$ cat config.mk
export PLATFORM = sky130hd
export DESIGN_NAME = fifo_write_arbiter
export DESIGN_NICKNAME = d
export VERILOG_FILES = /design/src/rtl/fifo_write_arbiter.sv
export SDC_FILE = /design/constraint.sdc
export NUM_CORES = 1
export LEC_CHECK = 0
export BUFFER_PORTS_ARGS = -buffer_cell sky130_fd_sc_hd__buf_2
export CAP_MARGIN = 25
export CORE_MARGIN = 2
export CORE_UTILIZATION = 30
export DETAILED_ROUTE_END_ITERATION = 8
export GPL_TIMING_DRIVEN = 0
export PLACE_DENSITY_LB_ADDON = 0.1
export SLEW_MARGIN = 15
export SYNTH_ARGS = -nofsm -noshare
export SYNTH_HDL_FRONTEND = slang
export SYNTH_SLANG_ARGS = --single-unit
export TNS_END_PERCENT = 10
$ cat constraint.sdc
create_clock -name clk -period 3.4 [get_ports clk]
set_input_delay 0.68 -clock clk [delete_from_list [all_inputs] [get_ports clk]]
set_output_delay 0.68 -clock clk [all_outputs]
set_load 0.02 [all_outputs]
$ cat src/rtl/fifo_write_arbiter.sv
// Round-robin arbiter sharing one FIFO write port among NUM_REQ valid/ready producers,
// with bursts of up to MAX_BURST beats per grant. Optional stall counter: FIFO_WRITE_ARBITER_STALL_CNT_EN.
module fifo_write_arbiter #(
  parameter int NUM_REQ   = 4,
  parameter int WIDTH     = 8,
  parameter int IDX_W     = 2,
  parameter int MAX_BURST = 4,
  parameter int BURST_W   = 8
) (
  input  logic                     clk,
  input  logic                     rst,
  input  logic [NUM_REQ-1:0]       req_valid,
  input  logic [NUM_REQ*WIDTH-1:0] req_data,
  output logic [NUM_REQ-1:0]       req_ready,
  input  logic                     fifo_full,
  output logic                     fifo_write_enable,
  output logic [WIDTH-1:0]         fifo_data_in,
  output logic [IDX_W-1:0]         grant_id,
  output logic                     busy
`ifdef FIFO_WRITE_ARBITER_STALL_CNT_EN
  ,
  output logic [15:0]              stall_count
`endif
);

  typedef enum logic {IDLE, BURST} state_t;

  state_t             state, state_nxt;
  logic [IDX_W-1:0]   grant_nxt, last_grant, last_nxt, cand_idx, sel_idx;
  logic [BURST_W-1:0] beat_cnt, beat_nxt;
  logic               sel_found, gnt_valid, accept;

  assign gnt_valid = req_valid[grant_id];

  // Search starts just after the last granted requester so every producer takes its turn.
  always_comb begin
    sel_found = 1'b0;
    sel_idx   = grant_id;
    cand_idx  = '0;
    for (int k = 1; k <= NUM_REQ; k++) begin
      cand_idx = IDX_W'((int'(last_grant) + k) % NUM_REQ);
      if (!sel_found && req_valid[cand_idx]) begin
        sel_found = 1'b1;
        sel_idx   = cand_idx;
      end
    end
  end

  always_comb begin
    // NOTE: every output of this block gets a default first, so no path can infer a latch.
    state_nxt         = state;
    grant_nxt         = grant_id;
    last_nxt          = last_grant;
    beat_nxt          = beat_cnt;
    req_ready         = '0;
    fifo_write_enable = 1'b0;
    fifo_data_in      = '0;
    busy              = 1'b0;
    accept            = 1'b0;
    case (state)
      IDLE: begin
        if (sel_found) begin
          grant_nxt = sel_idx;
          beat_nxt  = '0;
          state_nxt = BURST;
        end
      end
      BURST: begin
        busy                = 1'b1;
        req_ready[grant_id] = !fifo_full;
        accept              = gnt_valid && !fifo_full;
        fifo_write_enable   = accept;
        fifo_data_in        = req_data[grant_id*WIDTH +: WIDTH];
        if (accept)
          beat_nxt = beat_cnt + BURST_W'(1);
        // A dropped valid ends the grant early; full alone never does.
        if (!gnt_valid || (accept && beat_cnt == BURST_W'(MAX_BURST - 1))) begin
          state_nxt = IDLE;
          last_nxt  = grant_id;
        end
      end
      default: state_nxt = IDLE;
    endcase
  end

  // NOTE: state registers use non-blocking assignments so all flops update from pre-edge values.
  always_ff @(posedge clk or posedge rst) begin
    if (rst) begin
      state      <= IDLE;
      grant_id   <= '0;
      beat_cnt   <= '0;
      last_grant <= IDX_W'(NUM_REQ - 1);
    end else begin
      state      <= state_nxt;
      grant_id   <= grant_nxt;
      beat_cnt   <= beat_nxt;
      last_grant <= last_nxt;
    end
  end

`ifdef FIFO_WRITE_ARBITER_STALL_CNT_EN
  always_ff @(posedge clk or posedge rst) begin
    if (rst)
      stall_count <= '0;
    else if (busy && gnt_valid && fifo_full && stall_count != 16'hFFFF)
      stall_count <= stall_count + 16'd1;
  end
`endif

endmodule
==> metrics.cfg <==
[clock_tree]
cts-htree-levels = 1
cts_sinks = 13
cts_made_buffers = 3
post-cts-setup-buffer-count = 0
tritoncts = built
cts_hold_buf = 0
clock_latency_ns = 0.27
cts_buffer_depth = 2
cts_resized = 0
clk_pin_slew_ns = 0.08
cts_root_buf = clkbuf_4

[setup_path]
timing.rr.end = beat_cnt[0]
crit_type = reg -> out
r2r_cells = 5
path_buf_inv = 3
cp-end-kind = output port
worstPathRequired_ns = 2.72
cp.arrival_ns = 1.94
crit_slowest_cell = mux4_2
crit_chain = clkbuf_2, buf_2, mux4_2, and2_1, buf_2
endpoint = fifo_data_in[0]
regToRegSetupSlack_ns = 1.61
cp_num_cells = 5
critPathMostFrequentCell = buf_2
critPathTopFamily = buffers and inverters
path_max_fanout = 10
r2r-start = grant_id[1]
worstSetupStartpointType = flip-flop
startpoint = grant_id[0]
slowest_delay_ns = 0.53

[logic_synthesis]
ys_async_sr_fraction = 1.000
post-synth-top-count-cell = dfrtp_1
synth.area.top_cells = dfrtp_1, mux4_2, and2_1
synthFlopType = dfrtp_1
ys_seq_area_frac = 0.3223
netlist_area_sq_um = 1017
yosys.area.top_type = dfrtp_1
synth-seq-cells = 13
syn_area_per_cell_sq_um = 9.973
syn-instance-count = 102
yosys_warnings = 0
syn-num-nets = 142
synth_common_cells = dfrtp_1, nand2_1, and2_1, mux4_2, nor2_1
synth_top_area_frac = 0.2706
synth_edf_count = 0
synthDistinctLibCells = 38

[routing]
antenna_left = 0
initialDrtViolationCount = 42
first_pass_iters = 4
drcViolationCount = 0
routedWlPerCell_um = 12.89
vias = 1011
wl_um = 2656
avgViaCountPerCell = 4.908

[worst_hold_path]
min-delay-path-class = in -> async

[placement]
routabilityCongestion = 0.7805
placedCellCount = 202
portBuffers = 54
dp_hpwl_um = 2139
place_area_sq_um = 1345

[sta]
slew_violations = 0
final_hold_viol_count = 0
min_period_ns = 2.617
max_freq_ghz = 0.3821
tns_ns = 0
post-route-period-util = 0.7697
setup_viol = 0
skew_ns = 0.005301
hold_slack_ns = 0.4223
worstMarginPinSlew_ns = 0.5071
rsz0062_at_grt = false
max_slew_margin = 0.6616

[global_route]
grt_usage = 0.1424
grt_antenna_before_repair = 0
grt_pass1_wl_um = 4471
overflow = 0
grt_max_degree = 14
grt_pass1_vias = 990

[power_and_ir_drop]
p_per_area_nw_per_um2 = 704.1
p_leak_nw = 0.6589
vdd_ir_drop_max_mv = 0.1747

[final_layout]
n_antenna_cell = 0
final_util = 0.4175
fin_area_sq_um = 1371
drive_above_1_share = 0.4625
layout.nets = 201
final-instance-count-excl-fill = 206
area_growth_pct = 34.81
fillCellCount = 340

[floorplan]
fp.dieW_um = 62.23
die-area_sq_um = 3873
die_h_um = 62.23
pin_count = 55
rows = 21
coreArea_sq_um = 3284
initial_utilization = 0.3097

[flow_run]
cap_violations = 0

[status]
status = finished, final reports clean

[state kept, by name, summed over array words and instances, names as in the netlist]
name / count
beat_cnt: 8
grant_id: 2
last_grant: 2
state: 1
[how the worst min path moves through the flow]
stage | startpoint | end | slack (ns) | cells after the start
2_1_floorplan | beat_cnt[2] | beat_cnt[2] | 0.50 | 1
3_3_place_gp | beat_cnt[2] | beat_cnt[2] | 0.54 | 1
3_5_place_dp | beat_cnt[2] | beat_cnt[2] | 0.55 | 1
4_1_cts | rst | beat_cnt[7] | 0.45 | 2
5_1_grt | rst | beat_cnt[7] | 0.46 | 2
6_report | rst | beat_cnt[7] | 0.42 | 2
[stage by stage]
step | setup slack (ns) | total power, W
after floorplan | 1.065 | 0.0007046
after global placement | 0.9504 | 0.0008826
after detailed placement | 0.9620 | 0.0008876
after CTS | 0.7406 | 0.0009827
after global routing | 0.6129 | 0.001056
final | 0.7830 | 0.0009655
[power by group]
part	switching [W]	internal, W
logic	0.000346	0.000276
clock network	0.0000463	0.0000454
registers	0.0000467	0.000205
[per-layer routing]
| metal | track usage | part of all wire | routed length (um) | up-vias |
|---|---|---|---|---|
| met1 | 0.1827 | 0.43 | 1146 | 476 |
| met3 | 0.03986 | 0.063 | 168 | 4 |
| met2 | 0.2310 | 0.49 | 1309 | 31 |
| met5 | 0 | 0 | 0 | - |
| met4 | 0.05000 | 0.012 | 32 | 0 |
| li1 | - | - | - | 500 |
[logic make-up (layout without fill, tap and decap cells)]
group,after synthesis,in the layout,synth area share
buffers and inverters,9,67,0.03565
AO/OA/AOI/OAI,21,21,0.1402
adder cells (fa/ha/maj),1,1,0.01230
flip-flops,13,13,0.3223
XOR/XNOR,2,2,0.01722
AND/OR/NAND/NOR,42,42,0.2202
multiplexers,14,14,0.2521
[layout make-up]
type                    count  area, sq um  area share
well taps                  46        57.56     0.04197
flip-flops and latches     13        327.8      0.2390
clock buffers               4        26.28     0.01916
multi-input cells          80        653.1      0.4763
plain buffers               4        17.52     0.01277
inverters                   5        18.77     0.01369
repair buffers             54        270.3      0.1971
[cells in the final DEF (no fill, tap or decap), types with 2 or more instances in the layout]
cell type / synthesis / final
clkbuf_4: 0 / 3
nand2_1: 10 / 10
xnor2_1: 2 / 2
a21oi_1: 4 / 4
a22o_1: 2 / 2
o21ai_0: 5 / 5
nor2_1: 6 / 6
clkbuf_1: 1 / 2
mux2_2: 2 / 2
buf_2: 1 / 55
dfstp_2: 2 / 2
nand3_1: 4 / 4
mux4_2: 9 / 9
nor4_1: 2 / 2
and2_1: 9 / 9
o211ai_1: 2 / 2
dfrtp_1: 11 / 11
mux2i_1: 2 / 2
or4_1: 3 / 3
inv_1: 4 / 4
nor2b_1: 3 / 3
Note: power is estimated with default switching activity, not from simulation.
